--- src/rtl/uart_rx_sampler_if.sv ---
// Signal bundle between a UART line driver and the oversampling receiver.
// master drives the line and enable; slave is the receiver.
interface uart_rx_sampler_if;
    logic       rx;
    logic       rx_en;
    logic [7:0] data_o;
    logic       word_done;
    logic       parity_err_o;
    logic       frame_err_o;
    logic       busy_o;

    modport master (
        output rx, rx_en,
        input  data_o, word_done, parity_err_o, frame_err_o, busy_o
    );

    modport slave (
        input  rx, rx_en,
        output data_o, word_done, parity_err_o, frame_err_o, busy_o
    );
endinterface

--- src/rtl/uart_rx_sampler.sv ---
// Fixed-baud oversampling UART receiver: 8 data bits LSB first, optional even
// parity, framing/parity error flags and a one-cycle word_done strobe.
module uart_rx_sampler #(
    parameter int unsigned CLK_FREQ  = 50000000,
    parameter int unsigned BAUD_RATE = 3125000,
    parameter int unsigned PARITY_EN = 0
) (
    input logic              clk,
    input logic              rst_n,
    uart_rx_sampler_if.slave bus
);
    localparam int unsigned CLKS_PER_BIT = CLK_FREQ / BAUD_RATE;
    localparam int unsigned HALF         = CLKS_PER_BIT / 2;
    localparam int unsigned CNT_W        = $clog2(CLKS_PER_BIT + 1);

    typedef enum logic [2:0] {IDLE, START, DATA, PARITY, STOP} state_t;

    state_t             state_q, state_d;
    logic [CNT_W-1:0]   cnt_q, cnt_d;
    logic [2:0]         idx_q, idx_d;
    logic [7:0]         shift_q, shift_d;
    logic               par_bad_q, par_bad_d;
    logic [7:0]         data_q, data_d;
    logic               word_done_q, word_done_d;
    logic               parity_err_q, parity_err_d;
    logic               frame_err_q, frame_err_d;
    logic               rx_meta_q, rx_s_q, rx_s_d_q;
    logic               expire;

    assign expire = (cnt_q == CNT_W'(1));

    always_comb begin
        state_d      = state_q;
        cnt_d        = cnt_q;
        idx_d        = idx_q;
        shift_d      = shift_q;
        par_bad_d    = par_bad_q;
        data_d       = data_q;
        word_done_d  = 1'b0;
        parity_err_d = parity_err_q;
        frame_err_d  = frame_err_q;

        if (state_q != IDLE && !expire) begin
            cnt_d = cnt_q - CNT_W'(1);
        end

        unique case (state_q)
            IDLE: begin
                if (bus.rx_en && !rx_s_q && rx_s_d_q) begin
                    state_d = START;
                    cnt_d   = CNT_W'(HALF);
                end
            end
            START: begin
                if (expire) begin
                    if (!rx_s_q) begin
                        state_d   = DATA;
                        cnt_d     = CNT_W'(CLKS_PER_BIT);
                        idx_d     = 3'd0;
                        par_bad_d = 1'b0;
                    end else begin
                        state_d = IDLE;
                    end
                end
            end
            DATA: begin
                if (expire) begin
                    shift_d = {rx_s_q, shift_q[7:1]};
                    cnt_d   = CNT_W'(CLKS_PER_BIT);
                    idx_d   = idx_q + 3'd1;
                    if (idx_q == 3'd7) begin
                        state_d = (PARITY_EN != 0) ? PARITY : STOP;
                    end
                end
            end
            PARITY: begin
                if (expire) begin
                    par_bad_d = (^shift_q) ^ rx_s_q;
                    cnt_d     = CNT_W'(CLKS_PER_BIT);
                    state_d   = STOP;
                end
            end
            STOP: begin
                if (expire) begin
                    data_d       = shift_q;
                    parity_err_d = par_bad_q;
                    frame_err_d  = ~rx_s_q;
                    word_done_d  = 1'b1;
                    state_d      = IDLE;
                end
            end
            default: state_d = IDLE;
        endcase

        // Abort wins over a coincident stop-bit expiry: nothing is delivered.
        if (state_q != IDLE && !bus.rx_en) begin
            state_d      = IDLE;
            word_done_d  = 1'b0;
            data_d       = data_q;
            parity_err_d = parity_err_q;
            frame_err_d  = frame_err_q;
        end
    end

    always_ff @(posedge clk or negedge rst_n) begin
        if (!rst_n) begin
            rx_meta_q    <= 1'b1;
            rx_s_q       <= 1'b1;
            rx_s_d_q     <= 1'b1;
            state_q      <= IDLE;
            cnt_q        <= '0;
            idx_q        <= '0;
            shift_q      <= '0;
            par_bad_q    <= 1'b0;
            data_q       <= '0;
            word_done_q  <= 1'b0;
            parity_err_q <= 1'b0;
            frame_err_q  <= 1'b0;
        end else begin
            rx_meta_q    <= bus.rx;
            rx_s_q       <= rx_meta_q;
            rx_s_d_q     <= rx_s_q;
            state_q      <= state_d;
            cnt_q        <= cnt_d;
            idx_q        <= idx_d;
            shift_q      <= shift_d;
            par_bad_q    <= par_bad_d;
            data_q       <= data_d;
            word_done_q  <= word_done_d;
            parity_err_q <= parity_err_d;
            frame_err_q  <= frame_err_d;
        end
    end

    assign bus.data_o       = data_q;
    assign bus.word_done    = word_done_q;
    assign bus.parity_err_o = parity_err_q;
    assign bus.frame_err_o  = frame_err_q;
    assign bus.busy_o       = (state_q != IDLE);
endmodule

--- src/flat_wrapper.sv ---
// flat-port wrapper written by rule: the top's interface ports become plain ports
module uart_rx_sampler_flat 
#(
    parameter int unsigned CLK_FREQ  = 50000000,
    parameter int unsigned BAUD_RATE = 3125000,
    parameter int unsigned PARITY_EN = 0
)
  (clk, rst_n, bus_rx, bus_rx_en, bus_data_o, bus_word_done, bus_parity_err_o, bus_frame_err_o, bus_busy_o);
  uart_rx_sampler_if bus_i ();
  input logic clk;
  input logic rst_n;
  input wire logic [$bits(bus_i.rx)-1:0] bus_rx;
  input wire logic [$bits(bus_i.rx_en)-1:0] bus_rx_en;
  output wire logic [$bits(bus_i.data_o)-1:0] bus_data_o;
  output wire logic [$bits(bus_i.word_done)-1:0] bus_word_done;
  output wire logic [$bits(bus_i.parity_err_o)-1:0] bus_parity_err_o;
  output wire logic [$bits(bus_i.frame_err_o)-1:0] bus_frame_err_o;
  output wire logic [$bits(bus_i.busy_o)-1:0] bus_busy_o;
  assign bus_i.rx = bus_rx;
  assign bus_i.rx_en = bus_rx_en;
  assign bus_data_o = bus_i.data_o;
  assign bus_word_done = bus_i.word_done;
  assign bus_parity_err_o = bus_i.parity_err_o;
  assign bus_frame_err_o = bus_i.frame_err_o;
  assign bus_busy_o = bus_i.busy_o;
  uart_rx_sampler #(.CLK_FREQ(CLK_FREQ), .BAUD_RATE(BAUD_RATE), .PARITY_EN(PARITY_EN)) u_core (.clk(clk), .rst_n(rst_n), .bus(bus_i));
endmodule
--- config.mk ---
export PLATFORM = sky130hd
export DESIGN_NAME = uart_rx_sampler_flat
export DESIGN_NICKNAME = d
export VERILOG_FILES = /design/src/rtl/uart_rx_sampler_if.sv /design/src/rtl/uart_rx_sampler.sv /design/src/flat_wrapper.sv
export SDC_FILE = /design/constraint.sdc
export NUM_CORES = 1
export LEC_CHECK = 0
export ABC_AREA = 1
export BUFFER_PORTS_ARGS = -buffer_cell sky130_fd_sc_hd__buf_2
export CAP_MARGIN = 20
export CORE_ASPECT_RATIO = 1.1
export CORE_MARGIN = 1
export CORE_UTILIZATION = 48
export DETAILED_ROUTE_END_ITERATION = 8
export HOLD_SLACK_MARGIN = 0.05
export PLACE_DENSITY_LB_ADDON = 0.15
export SETUP_SLACK_MARGIN = 0.05
export SYNTH_ARGS = -nofsm -noshare
export SYNTH_HDL_FRONTEND = slang
export SYNTH_SLANG_ARGS = --single-unit
--- constraint.sdc ---
create_clock -name clk -period 3.33 [get_ports clk]
set_input_delay 0.333 -clock clk [delete_from_list [all_inputs] [get_ports clk]]
set_output_delay 0.333 -clock clk [all_outputs]
set_load 0.005 [all_outputs]
# == Word-level counts from Yosys, hierarchy flattened ==
# Index checks and enable logic that the tools add are counted.
# totals
register_bits,34
word_cells,77
out_inout_bits,12
in_bits,4
# classes
addsub,2
bitwise_logic,3
n_eq_ne,16
reduce_logical,18
mux,26
# ops
cell,n
$mux W3,10
$mux W5,5
$ne A3 B1 Y1 const B,6
$pmux W3 S5,1
$pmux W5 S3,1
$reduce_and A4 Y1,2
$reduce_xor A8 Y1,1
$eq A3 B2 Y1 const B,2
$eq A3 B3 Y1 const B,2
$mux W1,6
$ne A2 B1 Y1 const B,3
$pmux W3 S2,1
$reduce_and A6 Y1,1
$eq A5 B1 Y1 const B,1
$sub A5 B1 Y5 const B,1
$logic_and A1 B1 Y1,4
$reduce_bool A2 Y1,2
$add A3 B1 Y3 const B,1
$eq A3 B1 Y1 const B,1
$logic_not A1 Y1,3
$logic_not A3 Y1,1
$reduce_and A3 Y1,1
$reduce_bool A3 Y1,1
$mux W2,1
6 further kinds,7

# == Logic depth before layout (Yosys ltp) ==
# Gate-level depths: netlist of run 1.
# depth
ltp_word,7
depth_mapped,10
ltp_nobuf,10

# == Worst setup path before layout of run 1 ==
# OpenSTA, ideal clock, no wires.
# synth_timing
path_kind,reg-to-reg
from,reg u_core.cnt_q[1]
to,reg u_core.cnt_q[3]
period_less_slack_ps,1280
stages_incl_launch_ff,9
setup_ps,122
arrival_ps,1158
n_path_buf,0
t_required_ps,3208
slack_ps,2050
cell_sequence,dfrtp_1 > inv_1 > ha_1 > nand3_2 > nand2_1 > inv_2 > nand2_1 > xor2_1 > nand2_1
# synth_between
elab_chain_len,7
word_cells_on_any_way,10
cone_classes,add/sub (1); eq/ne (1); mux (6); reduce/logical (2)
# synth_rtl
element,line_no,text
start: declaration,uart_rx_sampler.sv:19,"logic [CNT_W-1:0] cnt_q, cnt_d;"
start signal: assignment,uart_rx_sampler.sv:124,cnt_q <= cnt_d;
branches (longest 6 deep; another with $sub A5 B1 Y5),-,
$pmux W5 S3 *,uart_rx_sampler.sv:47,unique case (state_q)
named net u_core.cnt_d[3],uart_rx_sampler.sv:19,
# Mark *: on every way through the listed nets, which the timed path passes.
# A chain may end at the register's enable or synchronous reset.

# == Worst setup path in the final report of run 1 ==
# layout_timing
from,reg u_core.cnt_q[0]
to,"reg u_core.parity_err_q, in the netlist u_core.bus.parity_err_o"
# layout_between
elab_chain_len,2
# layout_rtl
element,line_no,text
$eq A5 B1 Y1,uart_rx_sampler.sv:30,assign expire = (cnt_q == CNT_W'(1));
$reduce_and A3 Y1 (no line),-,
end signal: assignment,uart_rx_sampler.sv:130,parity_err_q <= parity_err_d;
end: declaration,uart_rx_sampler.sv:25,"logic parity_err_q, parity_err_d;"
# No other way between the ends.

==> out/metrics.yaml, run 1 <==
vias: 1268
clock.fmax_mhz: 622
cp-start-kind: "register"
wirelength_um: 2920
gp_congestion: 0.840
first_global_vias: 1252
grt_first_pass_wirelength_um: 5400
netlist_area_um2: 1680
ant_nets: 0
clock-root-buffer: "clkbuf_4"
grt_use_total: 0.196
drc_errors: 0
cp.arrival_ps: 1850
synth_compound_area_frac: 0.0952
hp-class: "input pin to async pin"
dpl-instance-area_um2: 1780
fin_crit_sh: 0.483
dp.cells: 259
cap_violations: 0
clk_pin_slew_ps: 110
synth_fa_ha_area_frac: 0.0297
num-nets-final: 226
layout-area-overhead-vs-synth_pct: 9.81
clk_latency_ps: 340
power_density_nw_per_um2: 605
dp_hpwl_um: 2180
drt_iter0_markers: 72
crit_type: "register to register"
fin_area_um2: 1850
coreArea_um2: 3330
synth_cells: 199
cp_max_fo: 20
min_period_ps: 1610
drive_gt1_frac: 0.219
post-route-util: 0.555
synth-xor-area-share: 0.0104
grt_max_degree: 35
endpoint_kind: "register"
syn_nets: 207
worst_slack_ps: 1720
maxSlewViolCount: 0
rsz0062_at_grt: "false"
cp_data_required_time_ps: 3570
n_antenna_cell: 0
syn_area_per_cell_um2: 8.46
rows: 22
ys_seq_elements: 34
clock_sinks: 34
post_cts_resize_count: 0
clk_path_buf_depth: 2
dr.pass1.iters: 4
h-tree-depth: 2
holdBufCountCts: 0
seq_area_frac_synth: 0.508
start_util: 0.505
clock_skew_ps: 11.8
pre_cts_slack_ps: 1740
outcome: "completed"
ys_types: 24
setup_viol: 0
cts_tree: "built"
tightestPinTransition_ps: 729
dieHeight_um: 64.1
yosys.area_share.simple: 0.277
gr-total-overflow: 0
cts_buffers: 5
layout.cells.non_filler: 267
viasPerCell: 4.75
port_buffers: 15
fp.dieW_um: 58.5
wire_per_inst_um: 11.0
io_pins: 16
yosys_warnings: 0
final.fill_count: 301
synth_top_family_by_area: "simple AND/OR/NAND/NOR gates"
ir_drop_mv: 0.384
tns_ps: 0
die_area_um2: 3750
grt_antenna_before_repair: 0
p_leak_nw: 0.960
post_cts_buffers: 0
synthMuxAreaShare: 0
hold_viol: 0
relSlewSlack: 0.514
## flip-flops by register name, summed over array words and instances, names as in the netlist, 3 cells and up
| register | count |
|---|---|
| u_core.bus.data_o | 8 |
| u_core.shift_q | 8 |
| u_core.cnt_q | 5 |
| u_core.idx_q | 3 |
| u_core.state_q | 3 |
## kinds of logic (layout without fill, tap and decap cells)
logic type	Yosys count	count (layout)
DFF	34	34
and+or+nand+nor	104	104
buffers and inverters	29	49
xor gates and xnor gates	2	2
AOI/OAI and AO/OA	26	26
adders and majority gates	4	4
## worst paths after layout
kind,start,end,slack [ps],cells after the start
setup / recovery,u_core.cnt_q[0]$_DFF_PN0_,u_core.bus.parity_err_o$_DFFE_PN0P_,1720,7
hold / removal,rst_n,u_core.cnt_q[4]$_DFF_PN0_,40,1
setup reg to reg,u_core.cnt_q[0]$_DFF_PN0_,u_core.bus.parity_err_o$_DFFE_PN0P_,1720,7
hold reg to reg,u_core.rx_meta_q$_DFF_PN1_,u_core.rx_s_q$_DFF_PN1_,360,0
max in group asynchronous,rst_n,u_core.shift_q[6]$_DFFE_PN0P_,2820,1
min in group clk,bus_rx,u_core.rx_meta_q$_DFF_PN1_,90,1
## per-layer routing
| layer | routed length [um] | track usage | vias to the layer above |
|---|---|---|---|
| met5 | 0 | 0 | - |
| met2 | 1350 | 0.295 | 27 |
| li1 | - | - | 659 |
| met3 | 117 | 0.0607 | 5 |
| met4 | 51 | 0.107 | 0 |
| met1 | 1410 | 0.250 | 577 |
## power breakdown
| group | leakage (nW) | switching, W | total, W | internal, W |
|---|---|---|---|---|
| clock | 0.0343 | 0.000143 | 0.000244 | 0.000101 |
| combinational | 0.473 | 0.000223 | 0.000348 | 0.000125 |
| sequential | 0.453 | 0.0000549 | 0.000525 | 0.000470 |
## cells in the final DEF, fill, tap and decap left out, drive strengths merged
cell      synthesis  final
nand2            73     73
dfrtp            31     31
o21ai            25     25
inv              24     24
nand3            16     16
buf               3     15
nor2             11     11
clkbuf            0      6
ha                4      4
clkinv            2      3
dfstp             3      3
nor3              3      3
or2               1      1
xnor2             1      1
xor2              1      1
a21oi             1      1
clkinvlp          0      1
## synthesized netlist by cell type
cell | instances | share of area
nand2_1 | 69 | 0.15
dfrtp_1 | 31 | 0.46
inv_1 | 23 | 0.051
nand3_1 | 15 | 0.045
o21ai_1 | 15 | 0.045
nor2_1 | 7 | 0.016
o21ai_2 | 7 | 0.036
ha_1 | 4 | 0.030
buf_6 | 3 | 0.020
dfstp_2 | 3 | 0.047
nand2_2 | 3 | 0.011
nor2_4 | 3 | 0.020
o21ai_0 | 3 | 0.0089
clkinv_2 | 2 | 0.0059
nor3_1 | 2 | 0.0059
a21oi_2 | 1 | 0.0052
inv_2 | 1 | 0.0022
nand2_4 | 1 | 0.0067
nand3_2 | 1 | 0.0059
nor2_2 | 1 | 0.0037
nor3_2 | 1 | 0.0059
or2_2 | 1 | 0.0037
xnor2_1 | 1 | 0.0052
xor2_1 | 1 | 0.0052
## final cells by class
class,count,area [um^2],share of cell area
Clock buffer,6,51.3,0.0278
Clock inverter,2,12.5,0.00677
Inverter,26,100,0.0542
Multi-Input combinational cell,136,694,0.376
Sequential cell,34,855,0.462
Tap cell,48,60.1,0.0325
Timing Repair Buffer,15,75.1,0.0406
## through the flow
step	hold WS [ps]	total power (W)
finish	41.4	0.00112
global route	53.8	0.00121
CTS	53.0	0.00113
detailed placement	348	0.000885
global placement	347	0.000873
floorplan	37.4	0.000803
## critical path: stages (launching register included)
cell and delay, ps:
dfrtp_1 430, ha_1 220, nand3_2 120, clkinv_2 130, nand2_2 370, clkinv_2 110
nand2_1 80, nand2_1 40
No activity file was read; power rests on OpenSTA's default activity.
==> run 2, diff against run 1 <==
ABC_AREA = 0   (was 1)
clock period = 1.6 ns   (was 3.33 ns; I/O delays follow)
==> run 2 against run 1 <==
The run now ends with setup timing left; total power rose by 98%; die area down 8.3%; sequential cell count unchanged; clock-buffer cell count unchanged; hold slack improved by 49 ps; clock power rose to 2.6 times the previous value; area after synthesis is 8.6% lower; wire length rose by 8.2%; critical endpoint is now u_core.idx_q[1]$_DFFE_PN0P_; largest cell class unchanged.
==> out/metrics.yaml, run 2 <==
outcome: "complete, but fails checks"
violations: "setup timing"
start_util: 0.505  # -0.000744
ys_seq_elements: 34  # unchanged
endpoint_kind: "register"
dp_hpwl_um: 1950  # -10%
die_area_um2: 3430  # -8.3%
synth_cells: 126  # -37%
reg2reg_depth: 5  # -2
hold_viol: 0  # unchanged
syn_area_per_cell_um2: 12.2  # +44%
grt_first_pass_wirelength_um: 4970  # -8.0%
drive_gt1_frac: 0.521  # +0.302
yosysTopAreaCell: "dfrtp_1"
netlist_area_um2: 1540  # -8.6%
grt_antenna_before_repair: 0  # unchanged
cap_violations: 0  # unchanged
cp_max_fo: 5  # -75%
setup_viol: 20  # +20
power_density_nw_per_um2: 1090  # +80%
io_pins: 16  # unchanged
cp.arrival_ps: 1920  # +70 ps
crit_type: "register to register"
clock_power_share: 0.288  # +0.069
startpoint: "u_core.cnt_q[1]$_DFF_PN0_"
cts_buffers: 5  # unchanged
seqPwrFrac: 0.458  # -0.012
dieHeight_um: 61.4  # -4.3%
rsz0062_at_grt: "true"
h-tree-depth: 2  # unchanged
gp_congestion: 0.839  # -0.20%
clock_sinks: 34  # unchanged
grt_max_degree: 35  # unchanged
final.fill_count: 230  # -24%
yosys_warnings: 0  # unchanged
rows: 21  # -4.5%
final_common_cell: "dfrtp_1"
drc_errors: 0  # unchanged
r2r-start: "u_core.cnt_q[1]$_DFF_PN0_"
ff2ff_setup_slack_ps: -90  # -1810 ps
cp_data_required_time_ps: 1820  # -1750 ps
post-route-util: 0.669  # +0.114
rr_endpoint: "u_core.idx_q[1]$_DFFE_PN0P_"
p_int_w: 0.00161  # +130%
relSlewSlack: 0.714  # +0.200
crit_end: "u_core.idx_q[1]$_DFFE_PN0P_"
yosysTopAreaCellShare: 0.504  # +0.0435
synth-edff-count: 0  # unchanged
clock_skew_ps: 5.34  # -6.49 ps
ys_top_cells_by_area: "dfrtp_1 (50%), mux2_2 (12%), dfstp_2 (5.1%), xnor2_1 (3.4%), ha_1 (3.3%)"
seq_area_frac_synth: 0.556  # +0.0479
synth_most_common_cell: "dfrtp_1"
clock-root-buffer: "clkbuf_4"
first_global_vias: 1057  # -16%
fin_crit_sh: 1.06  # +0.575
num-nets-final: 175  # -23%
min_period_ps: 1690  # +84.8 ps
wirelength_um: 3160  # +8.2%
vias: 1085  # -14%
cts_tree: "built"
ir_drop_mv: 0.882  # +130%
clk_pin_slew_ps: 100  # about the same
dpl-instance-area_um2: 1730  # -3.0%
ys_types: 32  # +33%
fp.dieW_um: 56.0  # -4.3%
synth_common_cells: "dfrtp_1 (31), mux2_2 (16), nor2_1 (8), o21ai_0 (8)"
port_buffers: 15  # unchanged
hp-class: "input pin to register"
total_power_w: 0.00221  # +98%
layout-area-overhead-vs-synth_pct: 32.6
clock.fmax_mhz: 591  # -5.0%
maxSlewViolCount: 0  # unchanged
n_antenna_cell: 0  # unchanged
syn_nets: 134  # -35%
swShare: 0.275  # -0.102
async_reset_ff_frac: 1.00  # unchanged
switchingPower_w: 0.000608  # +45%
drt_iter0_markers: 47  # -35%
pre_cts_slack_ps: -228  # -1970 ps
wire_per_inst_um: 15.7  # +44%
dr.pass1.iters: 4  # unchanged
clk_latency_ps: 330  # about the same
ys.flop_type: "dfrtp_1"
fin_hold_ws_ps: 90.7  # +49.3 ps
gr-total-overflow: 0  # unchanged
coreArea_um2: 3050  # -8.5%
final_cell_mix: "dfrtp_1 (30), buf_4 (15), buf_2 (14)"
tightestPinTransition_ps: 429  # -300 ps
ant_nets: 0  # unchanged
worst_slack_ps: -93.0  # -1810 ps
p_comb_frac: 0.254  # -0.058
p_leak_nw: 1.01  # +5.7%
viasPerCell: 5.40  # +14%
clk_path_buf_depth: 2  # unchanged
fin_area_um2: 2040  # +10%
grt_use_total: 0.195  # -0.000774
cp-start-kind: "register"
-- run 2: changes by cell type after synthesis, moves of 5 or more --
cell,change
nand2_1,-63
inv_1,-17
mux2_2,+16
o21ai_1,-15
nand3_1,-9
o21ai_2,-7
o21ai_0,+5
xnor2_1,+5
-- run 2: area by class of cell --
class | instances | area [um^2] | share of cell area
inverter | 6 | 22.5 | 0.0110
tap | 34 | 42.5 | 0.0209
clock inverter | 1 | 30.0 | 0.0147
timing repair buffer | 39 | 293 | 0.144
clock buffer | 6 | 51.3 | 0.0252
sequential | 34 | 856 | 0.420
multi-input combinational | 81 | 744 | 0.365
-- run 2: power groups by stage --
stage          Combinational, W  Clock [W]  Sequential, W
2_1_floorplan          0.000198          0        0.00102
3_3_place_gp           0.000367          0        0.00102
3_5_place_dp           0.000389          0        0.00102
4_1_cts                0.000489   0.000658        0.00101
5_1_grt                0.000619   0.000692        0.00102
6_report               0.000563   0.000638        0.00101
-- run 2: worst min path at each step --
stage / cells after the start / slack [ps] / from / endpoint
final: 3 / 90 / bus_rx_en / u_core.state_q[0]$_DFFE_PN0P_
after global routing: 3 / 110 / bus_rx_en / u_core.state_q[0]$_DFFE_PN0P_
after CTS: 3 / 80 / bus_rx_en / u_core.state_q[0]$_DFFE_PN0P_
after detailed placement: 2 / 220 / rst_n / u_core.cnt_q[4]$_DFF_PN0_
after global placement: 2 / 210 / rst_n / u_core.cnt_q[3]$_DFF_PN0_
after floorplan: 0 / -140 / rst_n / u_core.bus.data_o[0]$_DFFE_PN0P_
-- run 2: critical path, cell delays in order, from the launching register on --
cell	delay, ps
dfrtp_1	400
inv_2	80
ha_4	120
or4b_4	510
a211o_1	300
a22o_1	190
-- run 2: cell families (layout without fill, tap and decap cells) --
family / Yosys count / count (layout) / synth area share
and+or+nand+nor: 35 / 35 / 0.133
adders and majority gates: 4 / 4 / 0.0325
xor gates and xnor gates: 11 / 11 / 0.0716
buffers and inverters: 11 / 52 / 0.0293
DFF: 34 / 34 / 0.556
AOI/OAI and AO/OA: 15 / 15 / 0.0610
muxes: 16 / 16 / 0.117
-- run 2: per-stage QoR --
step,cells,TNS [ps]
floorplan,126,-422
global placement,183,-1460
detailed placement,183,-3040
CTS,199,-517
global route,201,-2410
finish,201,-784
-- run 2: routing by layer --
| layer | routed length, um | GRT usage | vias up |
|---|---|---|---|
| met2 | 1530 | 0.340 | 33 |
| li1 | - | - | 519 |
| met1 | 1460 | 0.233 | 527 |
| met3 | 123 | 0.0567 | 6 |
| met4 | 46 | 0.0801 | 0 |
| met5 | 0 | 0 | - |
-- run 2: what timing repair did --
item                                    in CTS  in global routing
buffers inserted                             7                  2
hold endpoints to repair                    32                  0
endpoints found under the setup margin      31                 31
gates resized for setup                     27                 16
pin swaps                                   14                 12
hold buffers                                 2                  0
==> run 3, diff against run 2 <==
CELL_PAD_IN_SITES_DETAIL_PLACEMENT = 1   (was not set)
CELL_PAD_IN_SITES_GLOBAL_PLACEMENT = 1   (was not set)
CORE_UTILIZATION = 46   (was 48)
==> run 3 against run 2 <==
Worst setup slack got worse by 25 ps; largest cell class unchanged; the flow finishes with violations (DRC, setup timing); global-route usage rose by 2.9 points; critical endpoint is now u_core.idx_q[2]$_DFFE_PN0P_; clock power fell by 3.4%; largest power group unchanged.
==> out/metrics.yaml, run 3 (synthesis results as in run 2) <==
wire_per_inst_um: 18.7  # +19%
clock.fmax_mhz: 582  # -1.4%
clock_skew_ps: 12.9  # +7.54 ps
cap_violations: 0  # unchanged
rr_endpoint: "u_core.idx_q[2]$_DFFE_PN0P_"
dieHeight_um: 62.6  # +2.1%
ff2ff_setup_slack_ps: -120  # -20 ps
io_pins: 16  # unchanged
gr-total-overflow: 0  # unchanged
dr.pass1.iters: 6  # +2
timing.critical_path.slowest_stage_cell: "or4b_4"
fin_crit_sh: 1.07  # +0.0155
rsz0062_at_grt: "true"
layout.cells.non_filler: 204  # +1.5%
port_buffers: 15  # unchanged
swShare: 0.291  # +0.0163
hp-class: "input pin to register"
hold_depth: 3  # unchanged
clock_sinks: 34  # unchanged
cp-start-kind: "register"
fp.dieW_um: 57.1  # +2.1%
grt_max_degree: 35  # unchanged
cp_data_required_time_ps: 1820  # about the same
clock_power_share: 0.275  # -0.013
worst_slack_ps: -118  # -24.9 ps
relSlewSlack: 0.714  # about the same
first_global_vias: 1214  # +15%
die_area_um2: 3580  # +4.2%
cp_max_fo: 5  # unchanged
grt_use_total: 0.225  # +0.0293
gp_congestion: 0.839  # about the same
hp-start: "bus_rx_en"
final_cell_mix: "dfrtp_1 (30), buf_4 (19), buf_2 (15)"
coreArea_um2: 3130  # +2.6%
cp_cell_sequence: "inv_2 > ha_4 > or4b_4 > a211o_1 > a22o_1"
power_density_nw_per_um2: 1110  # +1.8%
cpPeakStageDelay_ps: 510  # about the same
rows: 21  # unchanged
switchingPower_w: 0.000651  # +7.0%
cts_tree: "built"
p_comb_frac: 0.273  # +0.019
num-nets-final: 177  # +1.1%
drt_iter0_markers: 37  # -21%
reg2reg_depth: 5  # unchanged
setup_viol: 27  # +35%
grt_antenna_before_repair: 0  # unchanged
endpoint_kind: "register"
layout-area-overhead-vs-synth_pct: 31.6
dp_hpwl_um: 2370  # +21%
cts_buffers: 5  # unchanged
seqPwrFrac: 0.452  # -0.006
drive_gt1_frac: 0.494  # -0.0268
grt_first_pass_wirelength_um: 6000  # +21%
vias: 1120  # +3.2%
outcome: "complete, but fails checks"
viasPerCell: 5.49  # +1.7%
clk_pin_slew_ps: 100  # about the same
crit_type: "register to register"
pre_cts_slack_ps: -209  # +18.5 ps
wirelength_um: 3810  # +21%
r2r-start: "u_core.cnt_q[1]$_DFF_PN0_"
min_to: "u_core.state_q[0]$_DFFE_PN0P_"
min_period_ps: 1720  # +24.9 ps
hold_viol: 0  # unchanged
maxSlewViolCount: 0  # unchanged
tns_ps: -1280  # -500 ps
final.fill_count: 320  # +39%
p_int_w: 0.00159  # -1.3%
final_common_cell: "dfrtp_1"
n_antenna_cell: 0  # unchanged
start_util: 0.492  # -0.0127
clk_path_buf_depth: 2  # unchanged
fin_area_um2: 2020  # -0.80%
h-tree-depth: 2  # unchanged
ir_drop_mv: 0.549  # -38%
clk_latency_ps: 340  # about the same
drc_errors: 2  # +2
dpl-instance-area_um2: 1740  # +0.43%
tightestPinTransition_ps: 429  # +0.476 ps
violations: "DRC, setup timing"
dp.cells: 184  # +0.55%
cp.arrival_ps: 1940  # +20 ps
p_leak_nw: 1.02  # +0.19%
ant_nets: 0  # unchanged
clock-root-buffer: "clkbuf_4"
[run 3: how the worst max path moves through the flow]
stage / startpoint / end / slack (ps) / cells after the start
finish: u_core.cnt_q[1]$_DFF_PN0_ / u_core.idx_q[2]$_DFFE_PN0P_ / -120 / 5
global route: u_core.cnt_q[0]$_DFF_PN0_ / u_core.cnt_q[1]$_DFF_PN0_ / -170 / 7
CTS: u_core.cnt_q[1]$_DFF_PN0_ / u_core.cnt_q[3]$_DFF_PN0_ / -90 / 7
detailed placement: u_core.cnt_q[1]$_DFF_PN0_ / u_core.shift_q[3]$_DFFE_PN0P_ / -210 / 5
global placement: u_core.cnt_q[1]$_DFF_PN0_ / u_core.shift_q[3]$_DFFE_PN0P_ / -160 / 5
floorplan: u_core.cnt_q[1]$_DFF_PN0_ / u_core.idx_q[1]$_DFFE_PN0P_ / -100 / 6
[run 3: final cells by class]
type / instances / area (um^2) / area share
Multi-Input combinational cell: 81 / 733 / 0.362
Timing Repair Buffer: 41 / 294 / 0.145
Clock buffer: 7 / 45.0 / 0.0223
Tap cell: 34 / 42.5 / 0.0210
Inverter: 6 / 22.5 / 0.0111
Clock inverter: 1 / 30.0 / 0.0148
Sequential cell: 34 / 856 / 0.423
[run 3: per-stage QoR]
stage	total power, W	hold WS (ps)	util
6_report	0.00224	121	0.647
2_1_floorplan	0.00122	-136	-
3_5_place_dp	0.00144	218	0.556
4_1_cts	0.00217	104	0.619
3_3_place_gp	0.00140	216	0.556
5_1_grt	0.00234	109	0.647
[run 3: timing repair]
| action | CTS | global route |
|---|---|---|
| gates resized for setup | 20 | 14 |
| hold buffers | 2 | 0 |
| setup endpoints to repair | 31 | 31 |
| endpoints found under the hold margin | 32 | 0 |
| buffers inserted | 7 | 4 |
| pin swaps | 10 | 7 |
[run 3: critical path: cells and delay by family (launching register included)]
family / cells / cell delay (ps)
AND/OR/NAND/NOR: 1 / 510
AO/OA/AOI/OAI: 2 / 500
flip-flops: 1 / 410
adder cells (fa/ha/maj): 1 / 120
buffers and inverters: 1 / 80
[run 3: power by group through the flow]
stage,clock network [W],registers [W],logic (W)
floorplan,0,0.00102,0.000198
global placement,0,0.00101,0.000391
detailed placement,0,0.00102,0.000425
CTS,0.000627,0.00101,0.000532
global route,0.000659,0.00102,0.000665
finish,0.000616,0.00101,0.000610
[run 3: layer usage]
metal  vias to the layer above  part of all wire  track usage
li1                        523                 -            -
met2                        22              0.54        0.399
met1                       567              0.41        0.275
met4                         0             0.023       0.0823
met3                         8             0.026       0.0311
met5                         -                 0            0
